--- config.mk ---
export PLATFORM = sky130hd
export DESIGN_NAME = inter_rr_sched
export DESIGN_NICKNAME = d
export VERILOG_FILES = /design/src/rtl/inter_pkg.sv /design/src/rtl/inter_req_fifo.sv /design/src/rtl/inter_rr_sched.sv
export SDC_FILE = /design/constraint.sdc
export NUM_CORES = 1
export LEC_CHECK = 0
export CORE_ASPECT_RATIO = 1.1
export CORE_MARGIN = 1
export CORE_UTILIZATION = 56
export CTS_BUF_LIST = sky130_fd_sc_hd__clkbuf_2 sky130_fd_sc_hd__clkbuf_4 sky130_fd_sc_hd__clkbuf_8
export DETAILED_ROUTE_END_ITERATION = 6
export HOLD_SLACK_MARGIN = 0.02
export PLACE_DENSITY_LB_ADDON = 0.3
export SLEW_MARGIN = 40
export SYNTH_ARGS = -nofsm -noshare
export SYNTH_HDL_FRONTEND = slang
export SYNTH_SLANG_ARGS = --single-unit
--- constraint.sdc ---
create_clock -name clk -period 4.16 [get_ports clk]
set_input_delay 0.832 -clock clk [delete_from_list [all_inputs] [get_ports clk]]
set_output_delay 0.832 -clock clk [all_outputs]
set_load 0.03 [all_outputs]
--- src/rtl/inter_pkg.sv ---
// Shared types and field positions for the three-master round-robin scheduler.
package inter_pkg;

  localparam int NUM_MASTERS = 3;

  // Request word layout: [6] slave select, [5:3] address, [2:0] value.
  localparam int SLV_BIT  = 6;
  localparam int ADDR_MSB = 5;
  localparam int ADDR_LSB = 3;
  localparam int VAL_MSB  = 2;
  localparam int VAL_LSB  = 0;

  typedef logic [6:0] req_t;

  // Master identifier: 0 = none, 1..3 = master number.
  typedef logic [1:0] mid_t;

  typedef enum logic {
    S_IDLE,
    S_ISSUE
  } state_t;

  // Next master in rotating order, wrapping 3 -> 1.
  function automatic mid_t next_master(input mid_t m);
    return (m == 2'd3) ? 2'd1 : m + 2'd1;
  endfunction

endpackage

--- src/rtl/inter_req_fifo.sv ---
// Small per-master request FIFO. DEPTH must be a power of two so the
// read/write pointers wrap modulo DEPTH by natural overflow.
module inter_req_fifo
  import inter_pkg::*;
#(
  parameter int DEPTH = 2
) (
  input  logic                     clk,
  input  logic                     rst_n,
  input  logic                     push,
  input  req_t                     push_data,
  input  logic                     pop,
  output logic                     full,
  output logic                     empty,
  output req_t                     head,
  output logic [$clog2(DEPTH):0]   count
);

  localparam int PW = $clog2(DEPTH);
  localparam int CW = PW + 1;

  req_t            mem_q [DEPTH];
  logic [PW-1:0]   wr_ptr_q, wr_ptr_d;
  logic [PW-1:0]   rd_ptr_q, rd_ptr_d;
  logic [CW-1:0]   count_q,  count_d;

  // Next pointer and occupancy; a simultaneous push and pop leaves count unchanged.
  always_comb begin
    // NOTE: every signal written here gets a default first, so no path leaves it unassigned and no latch is inferred.
    wr_ptr_d = wr_ptr_q;
    rd_ptr_d = rd_ptr_q;
    count_d  = count_q;
    if (push) wr_ptr_d = wr_ptr_q + PW'(1);
    if (pop)  rd_ptr_d = rd_ptr_q + PW'(1);
    if (push && !pop)      count_d = count_q + CW'(1);
    else if (pop && !push) count_d = count_q - CW'(1);
  end

  // Pointer and count registers.
  always_ff @(posedge clk or negedge rst_n) begin
    // NOTE: non-blocking assignments in clocked blocks so every flop samples pre-edge values.
    if (!rst_n) begin
      wr_ptr_q <= '0;
      rd_ptr_q <= '0;
      count_q  <= '0;
    end else begin
      wr_ptr_q <= wr_ptr_d;
      rd_ptr_q <= rd_ptr_d;
      count_q  <= count_d;
    end
  end

  // Storage write on push.
  // NOTE: the storage array has no reset; an entry is only ever read after it was written, and count/pointers carry validity.
  always_ff @(posedge clk) begin
    if (push) mem_q[wr_ptr_q] <= push_data;
  end

  assign full  = (count_q == CW'(DEPTH));
  assign empty = (count_q == '0);
  assign head  = mem_q[rd_ptr_q];
  assign count = count_q;

endmodule

--- src/rtl/inter_rr_sched.sv ---
// Round-robin scheduler: three buffered masters share one registered
// valid/ready issue path to two slaves. One request is in flight at a time.
module inter_rr_sched
  import inter_pkg::*;
#(
  parameter int DEPTH = 2
) (
  input  logic       clk,
  input  logic       rst_n,
  input  logic       in_valid_1,
  input  logic       in_valid_2,
  input  logic       in_valid_3,
  input  logic [6:0] data_in_1,
  input  logic [6:0] data_in_2,
  input  logic [6:0] data_in_3,
  output logic       in_ready_1,
  output logic       in_ready_2,
  output logic       in_ready_3,
  input  logic       ready_slave1,
  input  logic       ready_slave2,
  output logic       valid_slave1,
  output logic       valid_slave2,
  output logic [2:0] addr_out,
  output logic [2:0] value_out,
  output logic       handshake_slave1,
  output logic       handshake_slave2,
  output logic [1:0] grant_id
);

  localparam int CW = $clog2(DEPTH) + 1;

  logic [NUM_MASTERS-1:0] in_valid, in_ready, push, pop, full, empty;
  req_t                   data_in [NUM_MASTERS];
  req_t                   head    [NUM_MASTERS];
  logic [CW-1:0]          cnt     [NUM_MASTERS];

  assign in_valid   = {in_valid_3, in_valid_2, in_valid_1};
  assign data_in[0] = data_in_1;
  assign data_in[1] = data_in_2;
  assign data_in[2] = data_in_3;

  for (genvar i = 0; i < NUM_MASTERS; i++) begin : g_fifo
    assign in_ready[i] = (cnt[i] != CW'(DEPTH));
    assign push[i]     = in_valid[i] & ~full[i];

    inter_req_fifo #(.DEPTH(DEPTH)) u_fifo (
      .clk       (clk),
      .rst_n     (rst_n),
      .push      (push[i]),
      .push_data (data_in[i]),
      .pop       (pop[i]),
      .full      (full[i]),
      .empty     (empty[i]),
      .head      (head[i]),
      .count     (cnt[i])
    );
  end

  assign in_ready_1 = in_ready[0];
  assign in_ready_2 = in_ready[1];
  assign in_ready_3 = in_ready[2];

  // First non-empty master scanning ptr, ptr+1, ptr+2 (wrapping 3 -> 1); 0 if none.
  function automatic mid_t rr_pick(input mid_t ptr, input logic [NUM_MASTERS-1:0] nonempty);
    mid_t m;
    mid_t pick;
    m    = ptr;
    pick = '0;
    for (int k = 0; k < NUM_MASTERS; k++) begin
      if (pick == '0 && nonempty[m - 2'd1]) pick = m;
      m = next_master(m);
    end
    return pick;
  endfunction

  state_t     state_q, state_d;
  mid_t       rr_q, rr_d;
  mid_t       gnt_q, gnt_d;
  logic       valid1_q, valid1_d, valid2_q, valid2_d;
  logic       hs1_q, hs1_d, hs2_q, hs2_d;
  logic [2:0] addr_q, addr_d, value_q, value_d;
  mid_t       pick;
  req_t       pick_head;
  logic       accept;

  assign pick   = rr_pick(rr_q, ~empty);
  assign accept = (valid1_q & ready_slave1) | (valid2_q & ready_slave2);

  // Arbitrate in IDLE using registered FIFO state; hold and wait for acceptance in ISSUE.
  always_comb begin
    state_d   = state_q;
    rr_d      = rr_q;
    gnt_d     = gnt_q;
    valid1_d  = valid1_q;
    valid2_d  = valid2_q;
    addr_d    = addr_q;
    value_d   = value_q;
    hs1_d     = hs1_q;
    hs2_d     = hs2_q;
    pop       = '0;
    pick_head = '0;
    case (state_q)
      S_IDLE: begin
        hs1_d = 1'b0;
        hs2_d = 1'b0;
        if (pick != '0) begin
          pick_head = head[pick - 2'd1];
          valid1_d  = ~pick_head[SLV_BIT];
          valid2_d  =  pick_head[SLV_BIT];
          addr_d    = pick_head[ADDR_MSB:ADDR_LSB];
          value_d   = pick_head[VAL_MSB:VAL_LSB];
          gnt_d     = pick;
          state_d   = S_ISSUE;
        end
      end
      S_ISSUE: begin
        if (accept) begin
          pop[gnt_q - 2'd1] = 1'b1;
          hs1_d    = valid1_q;
          hs2_d    = valid2_q;
          valid1_d = 1'b0;
          valid2_d = 1'b0;
          addr_d   = '0;
          value_d  = '0;
          gnt_d    = '0;
          rr_d     = next_master(gnt_q);
          state_d  = S_IDLE;
        end
      end
      default: state_d = S_IDLE;
    endcase
  end

  // Scheduler state and registered outputs.
  always_ff @(posedge clk or negedge rst_n) begin
    if (!rst_n) begin
      state_q  <= S_IDLE;
      rr_q     <= 2'd1;
      gnt_q    <= '0;
      valid1_q <= 1'b0;
      valid2_q <= 1'b0;
      addr_q   <= '0;
      value_q  <= '0;
      hs1_q    <= 1'b0;
      hs2_q    <= 1'b0;
    end else begin
      state_q  <= state_d;
      rr_q     <= rr_d;
      gnt_q    <= gnt_d;
      valid1_q <= valid1_d;
      valid2_q <= valid2_d;
      addr_q   <= addr_d;
      value_q  <= value_d;
      hs1_q    <= hs1_d;
      hs2_q    <= hs2_d;
    end
  end

  assign valid_slave1     = valid1_q;
  assign valid_slave2     = valid2_q;
  assign addr_out         = addr_q;
  assign value_out        = value_q;
  assign handshake_slave1 = hs1_q;
  assign handshake_slave2 = hs2_q;
  assign grant_id         = gnt_q;

endmodule

* Yosys cells after proc, flatten, opt, wreduce, memory -nomap -nowiden
Memories as Yosys holds them, arrays and structs flattened.
Cells that the tools add are included.
** Word-level totals
- Register bits after elaboration :: 27
- Bits in latches :: 0
- Memory bits (writable) :: 42
- Bits in read-only memories :: 0
- Memories :: 3
** Memories
- g_fifo[0].u_fifo.mem_q :: words 2, bits a word 7, rd ports 1, clocked after memory_dff 0, wr ports 1, RTL line inter_req_fifo.sv:22 : req_t mem_q [DEPTH];
- g_fifo[1].u_fifo.mem_q :: words 2, bits a word 7, rd ports 1, clocked after memory_dff 0, wr ports 1, RTL line inter_req_fifo.sv:22
- g_fifo[2].u_fifo.mem_q :: words 2, bits a word 7, rd ports 1, clocked after memory_dff 0, wr ports 1, RTL line inter_req_fifo.sv:22
** Operators by class
- Add/subtract/negate cells :: 20
- Multiply operators :: 0
- Divide/modulo/power cells :: 0
- Order comparisons :: 6
- Equality and inequality tests :: 11
- Shifts and indexed selects :: 0
- Mux-type cells :: 51
- Bitwise operators :: 13
- Reduce and logical (&&, ||, !) cells :: 26
** Operators by type and width (count)
- 2-bit 2-to-1 mux :: 14
- 1-bit 2-to-1 mux :: 17
- 2-bit by 1-bit subtractor with 2-bit output, second input constant :: 8
- 3-bit 2-to-1 mux :: 5
- 7-bit binary-select mux with 2-bit select :: 1
- 7-bit 2-to-1 mux :: 2
- 2-bit by 1-bit adder with 2-bit output, second input constant :: 6
- 2-bit == test, second input constant :: 6
- 2-bit by 3-bit less-than comparator with 1-bit output, second input constant :: 4
- 3-bit one-hot mux with 2 select lines :: 2
- 2-bit zero test :: 5
- 1-bit one-hot mux with 2 select lines :: 5
- 1-bit logical AND :: 9
- 2-bit inequality test, second input constant :: 4
- 2-bit nonzero test :: 4
- 1-bit adder, second input constant :: 6
- 1-bit binary-select mux with 2-bit select :: 3
- 1-bit zero test :: 6
- 1-bit AND :: 5
- 1-bit NOT :: 5
- 2-bit one-hot mux with 2 select lines :: 1
- 2-bit AND reduction :: 2
- 3-bit >= comparator, second input constant :: 1
- 2-bit NOT with 3-bit output :: 1
- 5 further kinds :: 5

* Longest topological paths before layout
Gate-level depths: netlist of run 1.
- Depth after elaboration :: 19
- Depth in mapped cells :: 14

* By module
A second synthesis of run 1 with hierarchy kept.
** Unflattened totals
- Cell total of the unflattened synthesis :: 223
- Area total of the unflattened synthesis :: 3120.5 sq um
** Modules (own cells, without submodules)
- inter_req_fifo :: instances 3, cells an instance 38, area an instance 699.4 sq um
- inter_rr_sched :: instances 1, cells an instance 109, area an instance 1022.2 sq um

* Worst setup path before layout of run 1
No wires, ideal clock.
- Path type :: register to register
- From :: register rr_q[0]
- To :: register addr_q[0], in the netlist addr_out[0]
- Library setup time :: 0.104 ns
- Arrival :: 3.045 ns
- Setup slack :: 1.011 ns
- Cell stages (with the launch flop) :: 12
- Path buffers :: 2
- Period minus slack after synthesis :: 3.149 ns
- Cells stage by stage :: dfstp_2 inv_1 ha_1 nand2_1 a21oi_1 or4_1 o211a_1 ha_1 clkbuf_1 clkbuf_1 nand2_1 o311ai_1
** Between the ends
- Cells in the longest elaborated chain, start to end :: 17
- Elaborated cells on any way between the ends :: 32
- Those cells by class :: 6 x add/sub; 3 x eq/ne; 16 x mux; 1 x bitwise; 6 x reduce/logical
** RTL lines
- start: declaration :: RTL line inter_rr_sched.sv:77 : mid_t rr_q, rr_d;
- start signal: assignment :: RTL line inter_rr_sched.sv:148 : rr_q <= rr_d;
- parallel branches: the longest is 9 deep, another holds 2-bit by 1-bit adder with 2-bit output
- 2-bit 2-to-1 mux (*) :: RTL line inter_rr_sched.sv:70 : if (pick == '0 && nonempty[m - 2'd1]) pick = m;
- 2-bit by 1-bit subtractor with 2-bit output :: RTL line inter_rr_sched.sv:107 : pick_head = head[pick - 2'd1];
- 2-bit NOT with 3-bit output (implied by the code) :: RTL line inter_rr_sched.sv:107
- 7-bit binary-select mux with 2-bit select :: RTL line inter_rr_sched.sv:107
- 7-bit 2-to-1 mux (implied by the code) (2 in a row) :: RTL line inter_rr_sched.sv:107
- 3-bit 2-to-1 mux :: RTL line inter_rr_sched.sv:106 : if (pick != '0) begin
- 3-bit one-hot mux with 2 select lines :: RTL line inter_rr_sched.sv:102 : case (state_q)
- end signal: assignment :: RTL line inter_rr_sched.sv:152 : addr_q <= addr_d;
- end: declaration :: RTL line inter_rr_sched.sv:81 : logic [2:0] addr_q, addr_d, value_q, value_d;
Every way passes the cells marked *. The select of a mux whose other input is x is not followed.
A chain may end at the register's enable or synchronous reset.

* Worst setup path in the final report of run 1
- From :: register rr_q[0]
- To :: register value_q[1], in the netlist value_out[1]
** Between the ends
- Cells in the longest elaborated chain, start to end :: 17
- Elaborated cells on any way between the ends :: 32
- Those cells by class :: 6 x add/sub; 3 x eq/ne; 16 x mux; 1 x bitwise; 6 x reduce/logical
** RTL lines
- parallel branches: the longest is 9 deep, another holds 2-bit by 1-bit adder with 2-bit output
- 2-bit 2-to-1 mux (*) :: RTL line inter_rr_sched.sv:70
- 2-bit by 1-bit subtractor with 2-bit output :: RTL line inter_rr_sched.sv:107
- 2-bit NOT with 3-bit output (implied by the code) :: RTL line inter_rr_sched.sv:107
- 7-bit binary-select mux with 2-bit select :: RTL line inter_rr_sched.sv:107
- 7-bit 2-to-1 mux (implied by the code) (2 in a row) :: RTL line inter_rr_sched.sv:107
- 3-bit 2-to-1 mux :: RTL line inter_rr_sched.sv:106
- 3-bit one-hot mux with 2 select lines :: RTL line inter_rr_sched.sv:102
- end signal: assignment :: RTL line inter_rr_sched.sv:153 : value_q <= value_d;
- end: declaration :: RTL line inter_rr_sched.sv:81
Marks and branches as above.

==> flow_summary.yaml, run 1 <==
run_status:
  outcome: "complete, no violations"
clock_tree:
  clk_pin_slew_ps: 80
  cts_hold_buf: 0
  cts_max_level: 3
  clock_latency_ps: 350
  cts_buffer_depth: 2
  post_cts_buffers: 0
  tritoncts: "yes"
  ctsRootBufferMaster: "clkbuf_8"
  cts_sinks: 69
  numCtsBuffers: 9
  ctsResizeCount: 0
routing:
  drt_first_iter_violations: 159
  drtPass1Iterations: 4
  routed_via_density: 5.58
  wl_met1_mm: 2.54
  drc: 0
  wl_met2_mm: 2.98
  wl_per_cell_um: 16.0
  num_vias: 2059
  wl_mm: 5.90
  antenna_left: 0
  highest_layer: "met4"
  wl_met3_um: 221
synth:
  ys_warn_count: 0
  synth_edf_count: 42
  synth_top_area_share_pct: 40.5
  ys.flop_type: "edfxtp_1"
  synth.area.top_cells: "edfxtp_1, dfrtp_1, mux2i_1"
  avgSynthCellArea_um2: 12.8
  syn_area_um2: 3110
  ys_ff_latch: 69
  async_flop_share_pct: 39.1
  synth_cells: 244
  synth_fp_nets: 282
  synth_top_cell_by_area: "edfxtp_1"
  ys_seq_area_share_pct: 62.3
  synthDistinctLibCells: 46
layout:
  fin_nets: 327
  fin_area_um2: 3840
  finalNonFillerCells: 369
  area_growth_pct: 23.4
  final_cell_mix: "edfxtp_1, clkdlybuf4s50_1, dfrtp_1, nand2_1"
  layout-drive-gt1-share_pct: 8.50
  diodes: 0
sta:
  final_hold_viol_count: 0
  finalWorstSetupSlack_ps: 515
  relSlewSlack_pct: 53.6
  rsz0062_at_grt: "false"
  worst_pin_slew_ps: 693
  finClkSkew_ps: 10.2
  fmax_mhz: 274
  period_share_pct: 87.6
  finalSetupViolations: 0
  slew_violations: 0
  timing.setup.tns_ps: 0
  fin_crit_ps: 3650
power:
  power.total_w: 0.00216
  cellLeakagePower_nw: 1.47
  powerDensity_nw_per_um2: 562
  vdd_drop_max_mv: 0.459
global_route:
  gr-total-overflow: 0
  grt_pass1_vias: 1952
  antenna_found_initial: 0
  track_usage_pct: 22.9
  grt_first_pass_wirelength_mm: 9.44
  grt_max_degree: 28
floorplan:
  start_util_pct: 58.1
  ios: 43
  core_area_um2: 5360
  die_area_um2: 5860
  die_w_um: 73.1
  die_h_um: 80.2
  num_rows: 28
worst_setup_path:
  cp-end-kind: "flip-flop"
  worstPathArrival_ps: 3890
  critPathRequiredTime_ps: 4410
  path_max_fanout: 12
  slowest_stage: "dfstp_2"
  cp-start-kind: "flip-flop"
  worstSetupPathType: "reg -> reg"
  max_stage_delay_ps: 600
  cp_cell_sequence: "inv_1 -> ha_1 -> a211oi_1 -> a2111o_1 -> and2_4 -> inv_1 -> ha_1 -> nor2_1 -> nand2_1 -> o311ai_1"
placement:
  place_area_um2: 3600
  io_buffer_count: 42
  dp_slack_ps: 574
  dpl.cell_count: 353
  dp_hpwl_mm: 4.13
  place_congestion: 0.879
hold_path:
  hold_path.class: "reg -> reg"
job:
  max_cap_viol_count: 0
-- cell usage after synthesis (3+ instances only) --
cell type	count
nor2b_1	8
dfrtp_1	26
clkbuf_1	6
inv_1	10
nor2_1	13
nand2b_1	5
o311ai_1	6
a211oi_1	7
and3_1	3
xnor2_1	9
a21oi_1	12
edfxtp_1	42
ha_1	10
nor3_1	3
nand2_1	22
nand4_1	6
mux2i_1	13
xor2_1	6
o21ai_0	6
-- state kept, by name (all words and copies together) (netlist names) --
register	cells
g_fifo.u_fifo.wr_ptr_q	3
valid_slave2	1
valid_slave1	1
state_q	1
g_fifo.u_fifo.count	6
g_fifo.u_fifo.mem_q	42
value_out	3
g_fifo.u_fifo.rd_ptr_q	3
rr_q	2
grant_id	2
handshake_slave2	1
addr_out	3
handshake_slave1	1
-- worst max-delay path, delay by kind of cell (launching register included) --
family                     cells  cell delay, ps
adders and majority gates      2             620
AOI/OAI and AO/OA              3            1110
DFF                            1             600
buffers and inverters          2             140
and+or+nand+nor                3            1070
-- area by class of cell --
type,instances,area [um^2]
Fill cell,381,1520
Timing Repair Buffer,43,428
Inverter,10,37.5
Clock buffer,10,131
Sequential cell,69,1940
Clock inverter,6,111
Multi-Input combinational cell,156,1100
Tap cell,75,93.8
-- per-layer routing --
layer,track usage (%),vias up
li1,-,989
met1,28.2,993
met2,36.4,65
met3,5.40,12
met4,13.7,0
met5,0,-
-- where the power goes --
group	switching, W	internal, W
Sequential	0.0000819	0.000888
Combinational	0.000312	0.000217
Clock	0.000255	0.000405
-- through the flow --
| step | util, % | hold WS (ps) |
|---|---|---|
| 2_1_floorplan | - | 460 |
| 3_3_place_gp | 67.1 | 474 |
| 3_5_place_dp | 67.1 | 480 |
| 4_1_cts | 71.6 | 495 |
| 5_1_grt | 71.6 | 512 |
| 6_report | 71.6 | 490 |
-- cells by family after synthesis --
logic type	after synthesis	share of synthesized area, %
muxes	14	4.54
xor gates and xnor gates	15	4.22
AOI/OAI and AO/OA	47	11.2
adders and majority gates	10	4.02
DFF	69	62.3
and+or+nand+nor	70	11.4
buffers and inverters	19	2.41
-- path summary, 6_finish.rpt --
check	from	end	slack, ps	cells after the start
setup / recovery	rr_q[0]	value_out[1]	510	10
hold / removal	g_fifo[1].u_fifo.wr_ptr_q	g_fifo[1].u_fifo.wr_ptr_q	490	1
max in group asynchronous	rst_n	rr_q[0]	2990	2
min in group asynchronous	rst_n	g_fifo[0].u_fifo.count[1]	860	2
setup reg to reg	rr_q[0]	value_out[1]	510	10
hold reg to reg	g_fifo[1].u_fifo.wr_ptr_q	g_fifo[1].u_fifo.wr_ptr_q	490	1
Note: power is estimated with default switching activity, not from simulation.
==> run 2: changes to the inputs <==
ABC_AREA = 1   (was unset)
CELL_PAD_IN_SITES_DETAIL_PLACEMENT = 0   (was unset)
CELL_PAD_IN_SITES_GLOBAL_PLACEMENT = 1   (was unset)
CORE_UTILIZATION = 45   (was 56)
clock period = 3.67 ns   (was 4.16 ns; I/O delays follow)
==> run 2 against run 1 <==
Effect of this change: critical path depth is 3 higher; synthesized cell count is 23% higher; core utilization is 14 points lower; maximum frequency is 17% higher; flip-flop and latch count stayed put; non-clock buffer count stayed put; register-to-register slack better by 50 ps; critical path type unchanged; largest cell class unchanged; highest routed layer unchanged.
==> flow_summary.yaml, run 2 <==
power:
  powerDensity_nw_per_um2: 1030
  p_seq_share_pct: 32.8
  cellLeakagePower_nw: 1.66
  p_int_w: 0.00222
  power.total_w: 0.00396
  power_frac_comb_pct: 52.1
  clkPwrFrac_pct: 15.1
  switching_share_pct: 44.0
  vdd_drop_max_mv: 0.491
  p_sw_w: 0.00174
routing:
  routed_via_density: 4.83
  wl_per_cell_um: 13.0
  drtPass1Iterations: 4
  num_vias: 2098
  antenna_left: 0
  drt_first_iter_violations: 71
  drc: 0
  wl_mm: 5.64
global_route:
  track_usage_pct: 17.5
  antenna_found_initial: 0
  gr-total-overflow: 0
  grt_pass1_vias: 2131
  grt_first_pass_wirelength_mm: 9.65
  grt_max_degree: 28
synth:
  async_flop_share_pct: 39.1
  ys_warn_count: 0
  synthTopCellsByCount: "nand2_1, edfxtp_1, dfrtp_1, inv_1, nor2_1"
  synth_top_area_share_pct: 39.6
  syn_area_um2: 3180
  synth_cells: 299
  synthMostInstantiatedCell: "nand2_1"
  ys_seq_area_share_pct: 60.9
  avgSynthCellArea_um2: 10.6
  synth_top_cell_by_area: "edfxtp_1"
  synth_edf_count: 42
  synth.area.top_cells: "edfxtp_1, dfrtp_1, nand2_1"
  ys.flop_type: "edfxtp_1"
  ys_ff_latch: 69
  synth_fp_nets: 337
  synthDistinctLibCells: 32
layout:
  mostFrequentLayoutCell: "nand2_1"
  diodes: 0
  final_cell_mix: "nand2_1, edfxtp_1, clkdlybuf4s50_1, dfrtp_1, inv_1"
  finalCoreUtilization_pct: 57.6
  finalNonFillerCells: 434
  multi_input_area_um2: 1100
  largest-register: "g_fifo.u_fifo.mem_q"
  largest_reg_flops: 42
  ff_latch_area_um2: 1940
  area_growth_pct: 21.4
  layout-drive-gt1-share_pct: 10.5
  fillers: 600
  fin_nets: 385
clock_tree:
  ctsResizeCount: 0
  cts_sinks: 69
  numCtsBuffers: 9
  cts_buffer_depth: 2
  clk_pin_slew_ps: 70
  cts_max_level: 3
  post_cts_buffers: 0
  clock_latency_ps: 330
  cts_hold_buf: 0
  tritoncts: "yes"
  ctsRootBufferMaster: "clkbuf_8"
job:
  max_cap_viol_count: 0
worst_setup_path:
  r2r_cells: 13
  reg2reg_to: "grant_id[0]"
  cp-end-kind: "flip-flop"
  max_stage_delay_ps: 600
  critPathTopFamily: "simple AND/OR/NAND/NOR gates"
  r2r_setup_slack_ps: 560
  cp_cell_sequence: "inv_1 -> ha_1 -> inv_2 -> nand2_1 -> nand3_2 -> nand2_1 -> o21a_2 -> a31oi_4 -> ha_1 -> nor2_2 -> nor2_1 -> inv_1 -> o22ai_1"
  startpoint: "rr_q[0]"
  slowest_stage: "dfstp_2"
  critPathRequiredTime_ps: 3920
  setup.worst_path.end: "grant_id[0]"
  timing.rr.start: "rr_q[0]"
  path_max_fanout: 10
  worstSetupPathType: "reg -> reg"
  cp-start-kind: "flip-flop"
  worstPathArrival_ps: 3360
  path_depth: 13
  worst-path-buf-inv: 3
sta:
  finClkSkew_ps: 7.44
  finalSetupViolations: 0
  final_hold_viol_count: 0
  worst_pin_slew_ps: 678
  slew_violations: 0
  timing.setup.tns_ps: 0
  fin_crit_ps: 3110
  relSlewSlack_pct: 54.7
  rsz0062_at_grt: "false"
  fmax_mhz: 322
  period_share_pct: 84.7
  whs_ps: 484
floorplan:
  num_rows: 31
  die_area_um2: 7410
  die_w_um: 82.2
  ios: 43
  die_h_um: 90.2
  core_area_um2: 6710
  start_util_pct: 47.4
placement:
  io_buffer_count: 42
  place_congestion: 0.749
  dp_hpwl_mm: 4.29
  dpl.cell_count: 418
hold_path:
  hold_path.class: "reg -> reg"
run_status:
  outcome: "complete, no violations"
run 2: cell types whose count changed after synthesis, moves of 6 or more:
cell / delta
a211oi_1: -7
a21oi_1: -6
inv_1: +15
mux2i_1: -11
nand2_1: +74
nand3_1: +14
nor2_1: +6
nor2b_1: -8
o311ai_1: -6
run 2: layout make-up:
| class | instances | share of cell area (%) |
|---|---|---|
| inverters | 27 | 2.62 |
| clock buffers | 10 | 3.40 |
| clock inverters | 6 | 1.65 |
| multi-input cells | 197 | 28.4 |
| well taps | 82 | 2.66 |
| flip-flops and latches | 69 | 50.2 |
| repair buffers | 43 | 11.1 |
run 2: worst min-delay path, cell delays in order (launching register included):
cell and delay, ps:
dfrtp_1 350, nand2_1 50, nand2_1 60
run 2: how the worst min path moves through the flow:
stage | slack [ps] | end | cells after the start | startpoint
floorplan | 440 | addr_out[0] | 0 | rst_n
global placement | 470 | value_out[1] | 2 | value_out[1]
detailed placement | 470 | value_out[1] | 2 | value_out[1]
CTS | 490 | value_out[1] | 2 | value_out[1]
global route | 510 | value_out[1] | 2 | value_out[1]
finish | 480 | addr_out[1] | 2 | addr_out[1]
run 2: kinds of logic (layout without fill, tap and decap cells):
logic type | Yosys count | after routing | share of synthesized area, %
AND/OR/NAND/NOR | 145 | 145 | 19.7
flip-flops | 69 | 69 | 60.9
buffers and inverters | 33 | 86 | 4.60
AO/OA/AOI/OAI | 25 | 25 | 5.58
adder cells (fa/ha/maj) | 10 | 10 | 3.93
XOR/XNOR | 9 | 9 | 2.48
multiplexers | 8 | 8 | 2.75
run 2: routing by layer:
| layer | global-route usage [%] | share of wire (%) |
|---|---|---|
| met5 | 0 | 0 |
| met1 | 22.8 | 48 |
| met3 | 3.55 | 3.8 |
| met2 | 27.8 | 47 |
| met4 | 7.46 | 0.94 |
run 2: power by group through the flow:
stage	Sequential (W)	Combinational, W	Clock (W)
after CTS	0.00130	0.00209	0.000612
after detailed placement	0.00132	0.00208	0
after global routing	0.00134	0.00238	0.000649
final	0.00130	0.00206	0.000596
after floorplan	0.00136	0.00161	0
after global placement	0.00132	0.00205	0
run 2: metrics by stage:
step,worst slack [ps],area (um^2)
after floorplan,918,3180
after global placement,656,3670
after detailed placement,551,3670
after CTS,534,3860
after global routing,260,3860
final,563,3860
==> run 3: changes to the inputs <==
CORE_UTILIZATION = 40   (was 45)
clock period = 2.7 ns   (was 3.67 ns; I/O delays follow)
==> run 3 against run 2 <==
Effect of this change: core utilization shrank 4.6 points; die area grew 12%; worst setup slack lost 390 ps; global-route usage shrank 1.8 points; design area grew 4.2%; maximum frequency grew 23%.
==> flow_summary.yaml, run 3 (synthesis results as in run 2) <==
worst_setup_path:
  path_max_fanout: 7
  worst-path-buf-inv: 3
  cp-start-kind: "flip-flop"
  worstSetupPathType: "reg -> reg"
  critPathRequiredTime_ps: 2920
  cp-end-kind: "flip-flop"
  slowest_stage: "dfstp_2"
  max_stage_delay_ps: 580
  worstPathArrival_ps: 2750
  cp_cell_sequence: "inv_1 -> ha_4 -> inv_2 -> nand2_1 -> nand2_1 -> nand2_1 -> o21ai_1 -> inv_2 -> a31oi_4 -> ha_4 -> nor2_1 -> o21ai_0 -> nor2_2 -> nor2_1 -> nand2_1 -> nand2_1"
  critPathMostFrequentCell: "nand2_1"
  critPathTopFamily: "flip-flops"
routing:
  routed_via_density: 4.60
  wl_per_cell_um: 12.6
  drtPass1Iterations: 4
  wl_mm: 5.84
  num_vias: 2141
  drt_first_iter_violations: 70
  antenna_left: 0
  drc: 0
global_route:
  antenna_found_initial: 0
  track_usage_pct: 15.7
  grt_first_pass_wirelength_mm: 9.74
  grt_max_degree: 28
  grt_pass1_vias: 2093
  gr-total-overflow: 0
floorplan:
  die_h_um: 95.5
  num_rows: 33
  ios: 43
  die_area_um2: 8320
  core_area_um2: 7600
  die_w_um: 87.0
  start_util_pct: 41.9
clock_tree:
  ctsRootBufferMaster: "clkbuf_8"
  cts_buffer_depth: 2
  tritoncts: "yes"
  clock_latency_ps: 340
  cts_sinks: 69
  clk_pin_slew_ps: 70
  numCtsBuffers: 9
  cts_max_level: 3
run_status:
  outcome: "complete, no violations"
placement:
  io_buffer_count: 42
  dp_hpwl_mm: 4.46
  dpl.cell_count: 447
  place_congestion: 0.801
sta:
  final_hold_viol_count: 0
  finClkSkew_ps: 9.64
  fmax_mhz: 395
  worst_pin_slew_ps: 671
  period_share_pct: 93.7
  relSlewSlack_pct: 55.1
  finalSetupViolations: 0
  slew_violations: 0
  fin_crit_ps: 2530
layout:
  largest-register: "g_fifo.u_fifo.mem_q"
  diodes: 0
  largest_reg_flops: 42
  fin_nets: 393
  final_cell_mix: "nand2_1, edfxtp_1, clkdlybuf4s50_1, dfrtp_1, inv_1"
  layout-drive-gt1-share_pct: 13.6
  finalNonFillerCells: 465
  mostFrequentLayoutCell: "nand2_1"
  area_growth_pct: 26.5
job:
  max_cap_viol_count: 0
hold_path:
  hold_path.class: "reg -> reg"
run 3: cell types whose count changed in the layout (fill, tap and decap cells not counted), sizes merged:
| cell | previous run | this run |
|---|---|---|
| buf | 1 | 9 |
| clkbuf | 10 | 9 |
| bufinv | 1 | 2 |
| clkinvlp | 2 | 1 |
| clkinv | 4 | 5 |
run 3: worst min-delay path, cell delays in order, from the launching register on:
cell,delay [ps]
dfrtp_1,340
nand2_1,50
nand2_1,60
run 3: routing by layer:
metal	vias up	part of all wire, %	global-route usage [%]
met1	963	47	20.7
met3	9	3.8	3.03
met5	-	0	0
met2	49	48	24.9
li1	1120	-	-
met4	0	1.7	7.50
run 3: area by class of cell:
type	instances	area (um^2)
inverter	27	101
clock buffer	9	124
clock inverter	7	90.1
sequential	69	1940
fill	702	3570
tap	105	131
timing repair buffer	51	488
multi-input combinational	197	1150
run 3: repair_timing:
action,CTS,global route
hold endpoints to repair,0,0
gates resized for setup,0,7
endpoints found under the setup margin,0,8
buffers inserted,0,2
hold buffers,0,0
run 3: path summary, 6_finish.rpt:
check | startpoint | endpoint | slack (ps) | depth (start not counted)
max | rr_q[0] | valid_slave1 | 170 | 16
min | value_out[1] | value_out[1] | 490 | 2
max reg2reg | rr_q[0] | valid_slave1 | 170 | 16
min reg2reg | value_out[1] | value_out[1] | 490 | 2
max in group asynchronous | rst_n | rr_q[0] | 1810 | 2
min in group asynchronous | rst_n | handshake_slave1 | 580 | 2
run 3: through the flow:
stage	setup TNS [ps]	area (um^2)	utilization (%)	hold slack [ps]	worst slack, ps
after global placement	0	3750	49.4	468	128
after CTS	0	3970	52.2	492	45.2
final	0	4030	53.0	486	169
after floorplan	0	3190	-	244	33.6
after global routing	-18.2	4030	53.0	517	-15.6
after detailed placement	0	3750	49.4	473	56.2
Power of run 3 is left out: the tool's default activity adds up to more than one toggle a clock period on the data nets, which glitch-free logic cannot reach.
